--- config.mk ---
export PLATFORM = sky130hd
export DESIGN_NAME = ws_tile_sequencer
export DESIGN_NICKNAME = d
export VERILOG_FILES = /design/src/rtl/ws_tile_sequencer.sv
export SDC_FILE = /design/constraint.sdc
export NUM_CORES = 1
export LEC_CHECK = 0
export BUFFER_PORTS_ARGS = -buffer_cell sky130_fd_sc_hd__buf_2
export CORE_MARGIN = 2
export CORE_UTILIZATION = 60
export CTS_BUF_LIST = sky130_fd_sc_hd__clkbuf_8
export DETAILED_ROUTE_END_ITERATION = 7
export GPL_TIMING_DRIVEN = 0
export PLACE_DENSITY = 0.85
export SLEW_MARGIN = 20
export SYNTH_ARGS = -nofsm -noshare
export SYNTH_HDL_FRONTEND = slang
export SYNTH_SLANG_ARGS = --single-unit
--- constraint.sdc ---
create_clock -name clk -period 7.25 [get_ports clk]
set_input_delay 1.45 -clock clk [delete_from_list [all_inputs] [get_ports clk]]
set_output_delay 1.45 -clock clk [all_outputs]
set_load 0.005 [all_outputs]
--- src/rtl/ws_tile_sequencer.sv ---
// ---------------------------------------------------------------------------
// ws_tile_sequencer
//
// Purpose:
//   Sequences one weight-stationary tile run on the systolic core by emitting
//   a registered 52-bit instruction word every cycle:
//     load ROW weight words from pmem into L0, push them into the array,
//     let them settle, stream act_len activation vectors from xmem through
//     L0 into the array, wait for the output FIFO, then move act_len result
//     vectors from the output FIFO into omem.
//
// Ports:
//   clk          single clock, rising-edge active
//   reset        asynchronous, active-high; aborts any run
//   start        request one run (sampled only when idle)
//   wt_base      pmem start address      (sampled with start)
//   act_base     xmem start address      (sampled with start)
//   out_base     omem start address      (sampled with start)
//   act_len      activation/output vector count (sampled with start)
//   ofifo_valid  core output FIFO holds at least one vector
//   inst         registered core instruction word
//   busy         high whenever the sequencer is not idle
//   done         one-cycle pulse when a run completes
//
// Instruction word layout:
//   [51] 0 | [50] CEN_omem [49] WEN_omem [48:38] A_omem
//   [37] all_row_mode [36] l0_rd_mode [35] mode [34] data_mode [33] acc
//   [32] CEN_pmem [31] WEN_pmem [30:20] A_pmem
//   [19] CEN_xmem [18] WEN_xmem [17:7] A_xmem
//   [6] ofifo_rd [5] ififo_wr [4] ififo_rd [3] l0_rd [2] l0_wr
//   [1] execute [0] load
// ---------------------------------------------------------------------------
module ws_tile_sequencer #(
    parameter int ROW = 8,
    parameter int COL = 8
) (
    input  logic        clk,
    input  logic        reset,
    input  logic        start,
    input  logic [10:0] wt_base,
    input  logic [10:0] act_base,
    input  logic [10:0] out_base,
    input  logic [10:0] act_len,
    input  logic        ofifo_valid,
    output logic [51:0] inst,
    output logic        busy,
    output logic        done
);

    // All SRAMs disabled, no writes, weight-stationary mode, nothing else.
    localparam logic [51:0] IDLE_WORD = 52'h6_0009_800C_0000;

    localparam int              CNT_W    = 16;
    localparam logic [CNT_W-1:0] ROW_LAST = CNT_W'(ROW);
    localparam logic [CNT_W-1:0] ROW_M1   = CNT_W'(ROW - 1);

    // Elaboration-time guard against degenerate array shapes.
    if (ROW < 1 || ROW > 2048 || COL < 1) begin : g_param_check
        $error("ws_tile_sequencer: ROW must be 1..2048 and COL must be >= 1");
    end

    typedef enum logic [3:0] {
        S_IDLE,
        S_WT_RD,
        S_KER_LD,
        S_KER_WAIT,
        S_ACT_RD,
        S_EXEC,
        S_DRAIN,
        S_OUT,
        S_DONE
    } state_t;

    state_t             state_q, state_d;
    logic [CNT_W-1:0]   cnt_q, cnt_d;
    logic [10:0]        rd_cnt_q, rd_cnt_d;
    logic [10:0]        wr_cnt_q, wr_cnt_d;
    logic [10:0]        wt_base_q, wt_base_d;
    logic [10:0]        act_base_q, act_base_d;
    logic [10:0]        out_base_q, out_base_d;
    logic [10:0]        len_q, len_d;
    logic [51:0]        inst_q, inst_d;
    logic               done_q, done_d;

    logic               rd_fire;
    logic               wr_fire;

    // A FIFO read is issued whenever data is present and reads remain; the
    // matching omem write follows one cycle after the read appears on inst.
    assign rd_fire = (state_q == S_OUT) && ofifo_valid && (rd_cnt_q < len_q);
    assign wr_fire = (state_q == S_OUT) && inst_q[6];

    // Run parameters are captured only on an accepted start so that input
    // changes during a run cannot disturb it. The first word of the run is
    // built from the incoming values, hence the bypass.
    always_comb begin
        wt_base_d  = wt_base_q;
        act_base_d = act_base_q;
        out_base_d = out_base_q;
        len_d      = len_q;
        if (state_q == S_IDLE && start) begin
            wt_base_d  = wt_base;
            act_base_d = act_base;
            out_base_d = out_base;
            len_d      = act_len;
        end
    end

    // ---------------- state register ----------------
    always_ff @(posedge clk or posedge reset) begin
        if (reset) begin
            state_q  <= S_IDLE;
            cnt_q    <= '0;
            rd_cnt_q <= '0;
            wr_cnt_q <= '0;
            inst_q   <= IDLE_WORD;
            done_q   <= 1'b0;
        end else begin
            state_q  <= state_d;
            cnt_q    <= cnt_d;
            rd_cnt_q <= rd_cnt_d;
            wr_cnt_q <= wr_cnt_d;
            inst_q   <= inst_d;
            done_q   <= done_d;
        end
    end

    // Run parameters carry no control meaning outside a run: no reset.
    always_ff @(posedge clk) begin
        wt_base_q  <= wt_base_d;
        act_base_q <= act_base_d;
        out_base_q <= out_base_d;
        len_q      <= len_d;
    end

    // ---------------- next-state logic ----------------
    always_comb begin
        state_d  = state_q;
        cnt_d    = cnt_q;
        rd_cnt_d = rd_cnt_q + 11'(rd_fire);
        wr_cnt_d = wr_cnt_q + 11'(wr_fire);

        case (state_q)
            S_IDLE: begin
                cnt_d    = '0;
                rd_cnt_d = '0;
                wr_cnt_d = '0;
                if (start) begin
                    state_d = S_WT_RD;
                end
            end
            // ROW reads plus one extra cycle to catch the last read's data.
            S_WT_RD: begin
                if (cnt_q == ROW_LAST) begin
                    state_d = S_KER_LD;
                    cnt_d   = '0;
                end else begin
                    cnt_d = cnt_q + 1'b1;
                end
            end
            S_KER_LD: begin
                if (cnt_q == ROW_M1) begin
                    state_d = S_KER_WAIT;
                    cnt_d   = '0;
                end else begin
                    cnt_d = cnt_q + 1'b1;
                end
            end
            S_KER_WAIT: begin
                if (cnt_q == ROW_M1) begin
                    cnt_d   = '0;
                    state_d = (len_q == 11'd0) ? S_DONE : S_ACT_RD;
                end else begin
                    cnt_d = cnt_q + 1'b1;
                end
            end
            S_ACT_RD: begin
                if (cnt_q == CNT_W'(len_q)) begin
                    state_d = S_EXEC;
                    cnt_d   = '0;
                end else begin
                    cnt_d = cnt_q + 1'b1;
                end
            end
            S_EXEC: begin
                if ((cnt_q + 1'b1) == CNT_W'(len_q)) begin
                    state_d = S_DRAIN;
                    cnt_d   = '0;
                end else begin
                    cnt_d = cnt_q + 1'b1;
                end
            end
            // Array latency is data dependent; wait for the FIFO itself.
            S_DRAIN: begin
                if (ofifo_valid) begin
                    state_d = S_OUT;
                end
            end
            // Leave once the final write has been presented on inst.
            S_OUT: begin
                if (wr_cnt_q == len_q) begin
                    state_d = S_DONE;
                end
            end
            S_DONE: begin
                state_d = S_IDLE;
            end
            default: begin
                state_d = S_IDLE;
            end
        endcase
    end

    // ---------------- output logic ----------------
    // The word is built for the state being entered so that inst is a pure
    // register aligned with state_q.
    always_comb begin
        inst_d = IDLE_WORD;
        done_d = 1'b0;

        case (state_d)
            S_WT_RD: begin
                if (cnt_d < ROW_LAST) begin
                    inst_d[32]    = 1'b0;
                    inst_d[30:20] = wt_base_d + cnt_d[10:0];
                    inst_d[34]    = 1'b1;
                end
                if (cnt_d != '0) begin
                    inst_d[2] = 1'b1;
                end
            end
            S_KER_LD: begin
                inst_d[3] = 1'b1;
                inst_d[0] = 1'b1;
            end
            S_ACT_RD: begin
                if (cnt_d < CNT_W'(len_d)) begin
                    inst_d[19]   = 1'b0;
                    inst_d[17:7] = act_base_d + cnt_d[10:0];
                end
                if (cnt_d != '0) begin
                    inst_d[2] = 1'b1;
                end
            end
            S_EXEC: begin
                inst_d[3] = 1'b1;
                inst_d[1] = 1'b1;
            end
            S_OUT: begin
                inst_d[6] = rd_fire;
                if (wr_fire) begin
                    inst_d[50]    = 1'b0;
                    inst_d[49]    = 1'b0;
                    inst_d[48:38] = out_base_q + wr_cnt_q;
                end
            end
            S_DONE: begin
                done_d = 1'b1;
            end
            default: begin
                inst_d = IDLE_WORD;
            end
        endcase
    end

    assign inst = inst_q;
    assign busy = (state_q != S_IDLE);
    assign done = done_q;

endmodule

# After elaboration in Yosys (flattened, before gate mapping)
# Cells that the tools add are included.
[totals]
ff_bits = 130
input_bits = 48
word_cells = 87
output_inout_bits = 54
[op_classes]
eq_ne = 18
mux = 39
n_reduce_logical = 11
add_sub_neg = 6
order_cmp = 3
[ops]
columns = ["cell", "count"]
rows = [
  ["2-to-1 mux 11 bit", 9],
  ["case mux 16 bit (5 select lines)", 1],
  ["2-to-1 mux 16 bit", 4],
  ["2-to-1 mux 4 bit", 9],
  ["adder 11 bit", 3],
  ["equality test 16 x 11 -> 1 bit", 2],
  ["case mux 4 bit (8 select lines)", 1],
  ["equality test 4 x 3 -> 1 bit (second input constant)", 7],
  ["2-to-1 mux 13 bit", 2],
  ["adder 11 x 1 -> 11 bit", 2],
  ["adder 16 x 1 -> 16 bit (second input constant)", 1],
  ["equality test 16 x 3 -> 1 bit (second input constant)", 1],
  ["equality test 16 x 4 -> 1 bit (second input constant)", 1],
  ["< comparator 16 x 11 -> 1 bit", 1],
  ["< comparator 16 x 4 -> 1 bit (second input constant)", 1],
  ["nonzero test 16 bit", 1],
  ["2-to-1 mux 1 bit", 13],
  ["equality test 4 x 2 -> 1 bit (second input constant)", 3],
  ["equality test 11 bit", 1],
  ["logical NOT 11 bit", 1],
  ["< comparator 11 bit", 1],
  ["equality test 4 x 1 -> 1 bit (second input constant)", 2],
  ["OR reduction 2 bit", 3],
  ["equality test 4 bit (second input constant)", 1],
  ["3 further kinds", 6],
]

# Longest topological paths before layout
# Gate-level depths: netlist of the first run.
[logic_depth]
depth_word = 7
ltp_mapped = 24
mapped_depth_nobuf = 23

# Worst setup path before layout of the first run
# Ideal clock, no wire load.
[synth_path]
kind = "reg-to-reg"
start = "register cnt_q[1]"
end = "register inst_q[30] (netlist: inst[30])"
t_arrival_ps = 5125
synth_period_minus_slack_ps = 5245
path_stages_with_launch = 22
path_slack_ps = 2005
t_required_ps = 7131
setup_time_ps = 119
cell_sequence = "dfrtp_1 ha_1 nand3_2 or3_1 a32o_1 or4b_4 nor4b_4 o21a_4 clkbuf_1 a21oi_1 ha_1 fa_1 a21o_1 a21oi_1 o21bai_1 a21oi_1 o21bai_1 a21oi_1 and4b_1 a211oi_1 xnor2_1 nor2_1"
[synth_via]
elab_chain_cells = 7
[synth_rtl]
columns = ["item", "line", "source"]
rows = [
  ["start, declared", "75", "logic [CNT_W-1:0] cnt_q, cnt_d;"],
  ["start signal, assigned", "120", "cnt_q <= cnt_d;"],
  ["adder 16 x 1 -> 16 bit", "186", "if ((cnt_q + 1'b1) == CNT_W'(len_q)) begin"],
  ["equality test 16 x 11 -> 1 bit", "186", ""],
  ["2-to-1 mux 16 bit", "186", ""],
  ["case mux 16 bit (5 select lines) (*)", "143", "case (state_q)"],
  ["via cnt_d[0]", "75", ""],
  ["< comparator 16 x 4 -> 1 bit / adder 11 bit (equally long branches)", "223, 225", ""],
  ["2-to-1 mux 11 bit (*)", "223", "if (cnt_d < ROW_LAST) begin"],
  ["2-to-1 mux 11 bit (*)", "221", "case (state_d)"],
  ["via inst_d[30]", "82", "logic [51:0] inst_q, inst_d;"],
  ["end signal, assigned", "123", "inst_q <= inst_d;"],
  ["end, declared", "82", ""],
]
# Mark *: on every way through the listed nets, which the timed path passes. The rest lies on a longest branch.
# A chain may end at the register's enable or synchronous reset.

# Worst setup path after layout of the first run
[layout_path]
start = "register cnt_q[1]"
end = "register inst_q[30] (netlist: inst[30])"
[layout_via]
elab_chain_cells = 7
[layout_rtl]
columns = ["item", "line"]
rows = [
  ["adder 16 x 1 -> 16 bit", "-"],
  ["equality test 16 x 11 -> 1 bit", "186"],
  ["2-to-1 mux 16 bit", "186"],
  ["case mux 16 bit (5 select lines) (*)", "143"],
  ["via cnt_d[1]", "75"],
  ["< comparator 16 x 4 -> 1 bit / adder 11 bit (equally long branches)", "223, 225"],
  ["2-to-1 mux 11 bit (*)", "223"],
  ["2-to-1 mux 11 bit (*)", "221"],
  ["via inst_d[30]", "82"],
]
# Marks and branches as above.

==> results of run 1 <==
cell usage after synthesis (all sizes together), types with 8 or more instances:
library cell,count
nand3,29
nor4,11
a21o,13
nor3,29
xnor2,47
edfxtp,11
ha,55
o21ai,32
inv,55
a21oi,46
nand2b,13
buf,23
and3,14
clkbuf,24
dfrtp,82
nor2b,9
o31ai,8
and2,10
dfxtp,33
nand2,44
nor2,66
mux2,22
xor2,27
nand4,8
worst paths after layout:
path	start	end	slack, ns	cells after the start
setup / recovery	cnt_q[1]$_DFF_PP0_	inst[30]$_DFF_PP0_	0.69	20
hold / removal	wt_base_q[9]$_DFF_P_	wt_base_q[9]$_DFF_P_	0.48	1
setup reg to reg	cnt_q[1]$_DFF_PP0_	inst[30]$_DFF_PP0_	0.69	20
hold reg to reg	wt_base_q[9]$_DFF_P_	wt_base_q[9]$_DFF_P_	0.48	1
max in group asynchronous	reset	inst[19]$_DFF_PP1_	5.54	3
min in group asynchronous	reset	inst[3]$_DFF_PP0_	1.04	2
state kept, by name (all words and copies together) (netlist names):
name / count
act_base_q: 11
wr_cnt_q: 11
state_q: 4
done: 1
cnt_q: 16
inst: 42
rd_cnt_q: 11
wt_base_q: 11
len_q: 11
out_base_q: 11
layout make-up:
cell class | instances | area, um^2 | share of cell area
clock inverter | 15 | 175 | 0.0198
inverter | 55 | 209 | 0.0237
clock buffer | 17 | 234 | 0.0265
multi-input combinational | 582 | 4150 | 0.470
tap | 172 | 215 | 0.0244
buffer | 47 | 239 | 0.0271
timing repair buffer | 93 | 488 | 0.0552
sequential | 129 | 3120 | 0.353
critical path, stage by stage (launching register included):
cell and delay, ns:
sky130_fd_sc_hd__dfrtp_1 0.55, sky130_fd_sc_hd__ha_1 0.41, sky130_fd_sc_hd__nand3_2 0.25, sky130_fd_sc_hd__nor4_1 0.72, sky130_fd_sc_hd__nor2_1 0.13, sky130_fd_sc_hd__a211o_1 0.33
sky130_fd_sc_hd__nor4b_4 0.47, sky130_fd_sc_hd__o21a_4 0.24, sky130_fd_sc_hd__clkbuf_1 0.42, sky130_fd_sc_hd__o22ai_1 0.47, sky130_fd_sc_hd__fa_1 0.58, sky130_fd_sc_hd__a21o_1 0.19
sky130_fd_sc_hd__a21oi_1 0.28, sky130_fd_sc_hd__o21bai_1 0.13, sky130_fd_sc_hd__a21oi_1 0.24, sky130_fd_sc_hd__o21bai_1 0.09, sky130_fd_sc_hd__a21oi_1 0.23, sky130_fd_sc_hd__and4b_1 0.22
sky130_fd_sc_hd__a211oi_1 0.21, sky130_fd_sc_hd__xnor2_1 0.18, sky130_fd_sc_hd__nor2_1 0.06
kinds of logic (layout without fill, tap and decap cells):
group	Yosys count	count (layout)	share of synthesized area
and+or+nand+nor	266	266	0.191
buffers and inverters	102	227	0.0578
muxes	24	24	0.0348
adders and majority gates	58	58	0.0973
AOI/OAI and AO/OA	151	151	0.128
other	2	9	0.000977
DFF	129	129	0.406
xor gates and xnor gates	74	74	0.0843
metrics by stage:
stage	setup WS, ns	util	hold slack [ns]	total power, mW	instances
after CTS	0.831	0.703	0.486	1.40	1110
after floorplan	2.01	-	0.453	0.752	813
final	0.693	0.703	0.483	1.40	1110
after global placement	0.994	0.668	0.464	0.768	1077
after global routing	0.399	0.703	0.501	1.44	1110
after detailed placement	0.893	0.670	0.468	0.770	1078
metal layers:
metal  global-route usage  share of wire  up-vias
met4                0.101          0.030        0
met2                0.489           0.49      236
met1                0.338           0.41     2943
met3               0.0690          0.064       51
li1                     -              -     3035
met5                    0              0        -
report_power, final:
group          internal [mW]  switching (mW)
Combinational         0.0137          0.0161
Sequential             0.725               0
Clock                  0.365           0.278
==> summary.txt, run 1 <==
Logic synthesis
  – Cell taking the most area after synthesis: sky130_fd_sc_hd__dfrtp_1
  – Share of synthesized registers carrying an async set or reset: 0.659
  – Post-synth EDFFs: 11
  – Mean post-synth cell area: between 9 and 10 um^2
  – Sequential share of the synthesized area: 0.406
  – Leading cell types by total area after synthesis: sky130_fd_sc_hd__dfrtp_1, sky130_fd_sc_hd__ha_1, sky130_fd_sc_hd__dfxtp_1
  – Number of warnings issued by yosys: 0
  – Synth top area share: 0.267
  – Post-synth design cell area: slightly below 8000 um^2
  – Top FF cell, synth: sky130_fd_sc_hd__dfrtp_1
  – Number of storage elements in the synthesis netlist: around 130
  – Synthesized instance count: ~810
  – Netlist cell types: 75

Worst setup path
  – Startpoint Class: register
  – Worst setup EP type: register
  – Top fanout value on the critical path: 10
  – Arrival time at the worst endpoint: 6.90 ns
  – Critical path type: register to register
  – Data required time of the critical path: about 7.6 ns

Route
  – Total Routed Length: 18.4 mm
  – Post-route ant nets: 0
  – Violation count after the first detailed-routing iteration: around 410
  – Overall via count from detail_route: 6265
  – Avg Vias per Cell: roughly 5.6
  – Average wire length per cell after detail routing: approximately 17 um
  – Detailed-router iteration count before antenna repair: 5
  – Number of remaining DRC errors: 0

Place
  – Global placement routability congestion: around 0.94
  – Placed cell area: roughly 8400 um^2
  – Half-perimeter wire length after detailed placement: roughly 14 mm
  – IO Port Bufs: 92

Floorplanning
  – Die X: roughly 120 um
  – Initial core utilization: 0.612
  – Area of the die: approximately 14000 um^2
  – Placeable core region: approximately 13000 um^2
  – I/O pins: roughly 100
  – Vertical extent of the die: ~120 um
  – Number of rows in the core area: 41

Clock tree
  – Clock network latency to the later pin of the worst-skew pair: ~0.46 ns
  – Count of clock tree sinks: roughly 130
  – CTS Root Cell: sky130_fd_sc_hd__clkbuf_8
  – Clock buffers created by TritonCTS: 17
  – Resized cells post-CTS: 0
  – Clock tree from TritonCTS: yes
  – Post-CTS Setup Repair Bufs: 0
  – Htree depth: 4
  – # hold bufs at CTS: 0
  – Maximum buffer depth of the clock tree: 2
  – Worst-path clk slew: around 0.070 ns

STA
  – Max Clk Rate: approximately 150 MHz
  – Pins over their slew limit: 0
  – RSZ-0062 raised after global routing: no
  – Final worst path period share: 0.904
  – Hold Violations, Final: 0
  – Worst Max-Slew Pin Slew: 1.07 ns
  – Max-slew headroom: 0.277
  – Shortest period the worst path allows: between 6 and 7 ns
  – Final setup viols: 0
  – Summed negative setup slack over all endpoints: 0 ns
  – Worst clock skew: roughly 0.012 ns

Cells and area
  – FILL cells: 985
  – Net count reported at finish: around 1000
  – Leading cell types in the layout, fill and taps excluded: sky130_fd_sc_hd__buf_2, sky130_fd_sc_hd__dfrtp_1, sky130_fd_sc_hd__nor2_1
  – Synth-to-Final Area Change: 14.9%
  – Diodes inserted: 0
  – Finished Cell Area: 8830 um^2
  – Most common cell after layout, fill and taps aside: sky130_fd_sc_hd__buf_2
  – Proportion of layout cells with a drive suffix above 1: 0.207

Power and ir drop
  – PwrDens: 158 nW/um^2
  – Peak supply drop: 0.115 mV
  – Pleak: around 4.4 nW

Min path
  – HP Class: register to register

Global routing
  – Largest net degree at the start of global routing: 47
  – Total congestion overflow after global routing: 0
  – Number of antenna violations at the first check in global routing: 0
  – Global-route wire length before repair: between 20 and 30 mm
  – GR Util All Layers: 0.281
  – Via count of the first global-routing pass: about 6000

Flow run
  – Total of max-cap violations: 0

Outcome
  – Run status: complete, no violations
(Power assumes the default switching activity.)
==> run 2: changes to the inputs <==
--- a/config.mk
+++ b/config.mk
@@ -6,6 +6,7 @@
 export NUM_CORES = 1
 export LEC_CHECK = 0
 export BUFFER_PORTS_ARGS = -buffer_cell sky130_fd_sc_hd__buf_2
+export CORE_ASPECT_RATIO = 1.1
 export CORE_MARGIN = 2
 export CORE_UTILIZATION = 60
 export CTS_BUF_LIST = sky130_fd_sc_hd__clkbuf_8
==> run 2 against run 1 <==
Sequential share of layout area grew 0.13 points. Largest cell class unchanged. Fmax grew 1.1%. Die area is essentially flat. Non-clock buffer count is the same. Flip-flop and latch count is the same. Highest routed layer unchanged. Count of clock-buffer cells in the layout grew 2. Register-to-register slack gained 0.07 ns. Critical path depth is the same. Clock skew grew 0.0044 ns. Worst setup slack gained 0.073 ns. Final area shrank 0.37%.
==> summary.txt, run 2 (synthesized netlist as in run 1, its figures left out) <==
Floorplanning
  – Area of the die: about 14000 um^2
  – Die X: approximately 110 um
  – Initial core utilization: 0.611
  – Vertical extent of the die: around 120 um
  – Number of rows in the core area: 43
  – I/O pins: slightly above 100
  – Placeable core region: around 13000 um^2

Cells and area
  – Flip-flop count of the largest register, all copies and words added: 42
  – Synth-to-Final Area Change: 14.4%
  – Diodes inserted: 0
  – Finished Cell Area: around 9000 um^2
  – Leading cell types in the layout, fill and taps excluded: sky130_fd_sc_hd__buf_2, sky130_fd_sc_hd__dfrtp_1, sky130_fd_sc_hd__nor2_1
  – FILL cells: just under 1000
  – Net count reported at finish: a little over 1000
  – Proportion of layout cells with a drive suffix above 1: 0.206
  – Most common cell after layout, fill and taps aside: sky130_fd_sc_hd__buf_2
  – Final Instance Count excl. Fillers: around 1100
  – Final Util: 0.699

Route
  – Post-route ant nets: 0
  – Total Routed Length: approximately 19 mm
  – Average wire length per cell after detail routing: 17.0 um
  – Violation count after the first detailed-routing iteration: 427
  – Overall via count from detail_route: 6273
  – Number of remaining DRC errors: 0
  – Detailed-router iteration count before antenna repair: 5
  – Avg Vias per Cell: between 5 and 6

STA
  – Max-slew headroom: 0.314
  – Pins over their slew limit: 0
  – Final setup viols: 0
  – Summed negative setup slack over all endpoints: 0 ns
  – Hold Violations, Final: 0
  – Shortest period the worst path allows: between 6 and 7 ns
  – Final worst path period share: 0.894
  – RSZ-0062 raised after global routing: no
  – Max Clk Rate: between 150 and 200 MHz
  – Worst Max-Slew Pin Slew: about 1.0 ns
  – Worst clock skew: about 0.016 ns

Global routing
  – Largest net degree at the start of global routing: 54
  – Global-route wire length before repair: ~30 mm
  – GR Util All Layers: 0.282
  – Via count of the first global-routing pass: roughly 6000
  – Number of antenna violations at the first check in global routing: 0
  – Total congestion overflow after global routing: 0

Power and ir drop
  – Internal Power: approximately 1.1 mW
  – Clock group share of total power: 0.455
  – Part of the power in combinational logic: 0.021
  – Peak supply drop: around 0.17 mV
  – Switching power share of the total: 0.214
  – Pleak: between 4 and 5 nW
  – Relative contribution of sequential cells to total power: 0.524
  – PwrDens: 157 nW/um^2
  – Total design power: ~1.4 mW
  – Power spent charging and discharging nets: ~300 uW

Min path
  – HP Class: register to register

Worst setup path
  – Worst setup EP type: register
  – Critical path type: register to register
  – Slowest library cell on the worst path: sky130_fd_sc_hd__nor4_1
  – Startpoint Class: register
  – Data required time of the critical path: approximately 7.6 ns
  – Worst-path cell chain: ha_1 > nand3_2 > nor4_1 > nor2_1 > a211o_1 > nor4b_4 > o21a_4 > clkbuf_1 > o22ai_1 > ha_1 > a21o_1 > a21oi_1 > o21bai_1 > a21oi_1 > nor3_1 > nor3_1 > o311ai_1 > a211oi_1 > xor2_1 > nor2_1
  – Arrival time at the worst endpoint: approximately 7 ns
  – Largest stage delay, worst path: ~0.7 ns
  – Top fanout value on the critical path: 10

Place
  – Placed cell area: approximately 8400 um^2
  – Global placement routability congestion: 0.982
  – IO Port Bufs: 92
  – Half-perimeter wire length after detailed placement: between 10 and 15 mm
  – # placed instances: 1063

Clock tree
  – Worst-path clk slew: around 0.070 ns
  – CTS Root Cell: sky130_fd_sc_hd__clkbuf_8
  – Clock tree from TritonCTS: yes
  – Clock buffers created by TritonCTS: 17
  – # hold bufs at CTS: 0
  – Maximum buffer depth of the clock tree: 2
  – Htree depth: 4
  – Count of clock tree sinks: about 130
  – Resized cells post-CTS: 0
  – Clock network latency to the later pin of the worst-skew pair: roughly 0.46 ns
  – Post-CTS Setup Repair Bufs: 0

Flow run
  – Total of max-cap violations: 0

Outcome
  – Run status: complete, no violations
==> run 2: power by group through the flow <==
stage	Clock, mW	Sequential [mW]	Combinational [mW]
global placement	0	0.740	0.0276
global route	0.666	0.725	0.0336
floorplan	0	0.740	0.0117
CTS	0.636	0.725	0.0303
finish	0.629	0.725	0.0296
detailed placement	0	0.740	0.0304
==> run 2: layer usage <==
metal	track usage	share of wire
met1	0.333	0.41
met2	0.497	0.50
met3	0.0760	0.063
met4	0.107	0.024
met5	0	0
==> run 2: final cells by class <==
class	instances	area, um^2	area share
inverter	55	209	0.0237
multi-input combinational	582	4150	0.472
tap	157	196	0.0223
clock inverter	13	134	0.0152
sequential	129	3120	0.355
timing repair buffer	93	488	0.0555
buffer	47	239	0.0272
clock buffer	19	262	0.0297
==> run 2: worst max-delay path: cells and delay by family (launching register included) <==
family,cells,cell delay (ns)
DFF,1,0.53
adders and majority gates,2,0.84
xor gates and xnor gates,1,0.19
buffers and inverters,1,0.41
and+or+nand+nor,7,1.95
AOI/OAI and AO/OA,9,2.44
==> run 2: metrics by stage <==
step                hold WS (ns)  setup WS, ns
floorplan                  0.453          2.01
global placement           0.462          1.06
detailed placement         0.467         0.991
CTS                        0.490         0.931
global route               0.505         0.322
finish                     0.491         0.765
==> run 2: final timing paths <==
| kind | to | depth (start not counted) | slack (ns) | start |
|---|---|---|---|---|
| min reg2reg | act_base_q[0]$_DFF_P_ | 1 | 0.49 | act_base_q[0]$_DFF_P_ |
| min in group asynchronous | cnt_q[14]$_DFF_PP0_ | 2 | 1.01 | reset |
| min | act_base_q[0]$_DFF_P_ | 1 | 0.49 | act_base_q[0]$_DFF_P_ |
| max in group asynchronous | inst[19]$_DFF_PP1_ | 3 | 5.59 | reset |
| max reg2reg | inst[29]$_DFF_PP0_ | 20 | 0.77 | cnt_q[1]$_DFF_PP0_ |
| max | inst[29]$_DFF_PP0_ | 20 | 0.77 | cnt_q[1]$_DFF_PP0_ |
==> run 3: changes to the inputs <==
--- a/config.mk
+++ b/config.mk
@@ -5,7 +5,7 @@
 export SDC_FILE = /design/constraint.sdc
 export NUM_CORES = 1
 export LEC_CHECK = 0
-export BUFFER_PORTS_ARGS = -buffer_cell sky130_fd_sc_hd__buf_2
+export BUFFER_PORTS_ARGS = -buffer_cell sky130_fd_sc_hd__buf_4
 export CORE_ASPECT_RATIO = 1.1
 export CORE_MARGIN = 2
 export CORE_UTILIZATION = 60
==> run 3 against run 2 <==
Utilization increased by 1.8 points. Highest routed layer unchanged. Flip-flop and latch count unchanged. Via count increased by 0.67%. Combinational power increased by 25%. Critical path depth unchanged. First-iteration DRC count increased by 20%. Final area increased by 2.5%. Worst setup slack got worse by 0.037 ns. Critical path type unchanged.
==> summary.txt, run 3 (synthesized netlist as in run 1, its figures left out) <==
Outcome
  – Run status: complete, no violations

STA
  – RSZ-0062 raised after global routing: no
  – Worst Max-Slew Pin Slew: about 0.98 ns
  – Max Clk Rate: 153 MHz
  – Final setup viols: 0
  – Max-slew headroom: 0.338
  – Summed negative setup slack over all endpoints: 0 ns
  – Final worst path period share: 0.899
  – Worst clock skew: 0.0147 ns
  – Hold Violations, Final: 0
  – Shortest period the worst path allows: between 6 and 7 ns
  – Pins over their slew limit: 0

Place
  – Half-perimeter wire length after detailed placement: between 10 and 15 mm
  – Placed cell area: approximately 8600 um^2
  – IO Port Bufs: slightly above 90
  – Global placement routability congestion: between 0.9 and 1

Worst setup path
  – Arrival time at the worst endpoint: 6.87 ns
  – Worst setup EP type: register
  – Worst-path cell chain: ha_1 > nand3_2 > nor4_1 > nor2_1 > a211o_1 > nor4b_4 > o21a_4 > clkbuf_1 > o22ai_1 > fa_1 > a21o_1 > a21oi_1 > o21bai_1 > a21oi_1 > o21bai_1 > a21oi_1 > and4b_1 > a211oi_1 > xnor2_1 > nor2_1
  – Largest stage delay, worst path: roughly 0.77 ns
  – Cell with the most instances on the worst path: sky130_fd_sc_hd__a21oi_1
  – Startpoint Class: register
  – Data required time of the critical path: about 7.6 ns
  – Slowest library cell on the worst path: sky130_fd_sc_hd__nor4_1
  – Critical path type: register to register
  – Top fanout value on the critical path: 10

Route
  – Average wire length per cell after detail routing: 17.4 um
  – Overall via count from detail_route: approximately 6300
  – Violation count after the first detailed-routing iteration: 512
  – Post-route ant nets: 0
  – Number of remaining DRC errors: 0
  – Total Routed Length: ~19 mm
  – Avg Vias per Cell: between 5 and 6
  – Detailed-router iteration count before antenna repair: 5

Cells and area
  – Synth-to-Final Area Change: 17.3%
  – Diodes inserted: 0
  – Finished Cell Area: 9020 um^2
  – FILL cells: between 900 and 1000
  – Leading cell types in the layout, fill and taps excluded: sky130_fd_sc_hd__buf_4, sky130_fd_sc_hd__dfrtp_1, sky130_fd_sc_hd__nor2_1
  – Flip-flop count of the largest register, all copies and words added: 42
  – Net count reported at finish: 1031
  – Proportion of layout cells with a drive suffix above 1: 0.208
  – Most common cell after layout, fill and taps aside: sky130_fd_sc_hd__buf_4

Global routing
  – Number of antenna violations at the first check in global routing: 0
  – Total congestion overflow after global routing: 0
  – Via count of the first global-routing pass: ~6200
  – GR Util All Layers: 0.289
  – Largest net degree at the start of global routing: 50
  – Global-route wire length before repair: around 31 mm

Floorplanning
  – Initial core utilization: 0.611
  – Die X: roughly 110 um
  – Vertical extent of the die: ~120 um
  – Number of rows in the core area: 43
  – Area of the die: between 10000 and 15000 um^2
  – I/O pins: approximately 100
  – Placeable core region: 12600 um^2

Clock tree
  – CTS Root Cell: sky130_fd_sc_hd__clkbuf_8
  – Count of clock tree sinks: between 100 and 150
  – Clock buffers created by TritonCTS: 17
  – Post-CTS Setup Repair Bufs: 0
  – Resized cells post-CTS: 0
  – Worst-path clk slew: 0.08 ns
  – # hold bufs at CTS: 0
  – Clock network latency to the later pin of the worst-skew pair: between 0.4 and 0.5 ns
  – Clock tree from TritonCTS: yes
  – Htree depth: 4
  – Maximum buffer depth of the clock tree: 2

Power and ir drop
  – PwrDens: ~150 nW/um^2
  – Pleak: 4.45 nW
  – Peak supply drop: about 0.16 mV

Flow run
  – Total of max-cap violations: 0

Min path
  – HP Class: register to register
-- run 3: worst max-delay path, delay by kind of cell (launching register included) --
family / cells / cell delay, ns
simple gates: 6 / 1.90
fa+ha+maj: 2 / 0.98
buf+inv: 1 / 0.39
xor+xnor: 1 / 0.15
compound gates: 10 / 2.45
flops: 1 / 0.52
-- run 3: layout make-up --
class / instances / area (um^2) / area share
buffer: 47 / 239 / 0.0265
clock buffer: 20 / 275 / 0.0305
clock inverter: 12 / 108 / 0.0119
inverter: 55 / 209 / 0.0232
multi-input combinational: 582 / 4160 / 0.461
sequential: 129 / 3120 / 0.346
tap: 157 / 196 / 0.0218
timing repair buffer: 93 / 718 / 0.0796
-- run 3: worst paths after layout --
check	start	end	slack, ns	cells past startpoint
min in group asynchronous	reset	inst[3]$_DFF_PP0_	1.02	2
worst min-delay path	act_base_q[2]$_DFF_P_	act_base_q[2]$_DFF_P_	0.48	1
max in group asynchronous	reset	inst[19]$_DFF_PP1_	5.56	3
worst min register to register	act_base_q[2]$_DFF_P_	act_base_q[2]$_DFF_P_	0.48	1
worst max-delay path	cnt_q[1]$_DFF_PP0_	inst[30]$_DFF_PP0_	0.73	20
worst max register to register	cnt_q[1]$_DFF_PP0_	inst[30]$_DFF_PP0_	0.73	20
-- run 3: power breakdown --
group | total (mW) | switching (mW) | leakage, nW | internal [mW]
clock | 0.606 | 0.282 | 0.212 | 0.324
sequential | 0.725 | 0 | 1.51 | 0.725
combinational | 0.0370 | 0.0163 | 2.73 | 0.0207
-- run 3: layer usage --
metal / share of wire / track usage
met1: 0.41 / 0.352
met3: 0.058 / 0.0637
met4: 0.039 / 0.133
met5: 0 / 0
met2: 0.49 / 0.496
-- run 3: through the flow --
step | std cells | hold slack (ns) | util | setup WS, ns | power (mW)
after detailed placement | 1063 | 0.468 | 0.686 | 0.996 | 0.777
after CTS | 1095 | 0.484 | 0.716 | 0.875 | 1.37
after global routing | 1095 | 0.500 | 0.717 | 0.223 | 1.41
final | 1095 | 0.483 | 0.717 | 0.729 | 1.37
after floorplan | 813 | 0.453 | - | 2.01 | 0.752
after global placement | 1062 | 0.461 | 0.683 | 1.06 | 0.774
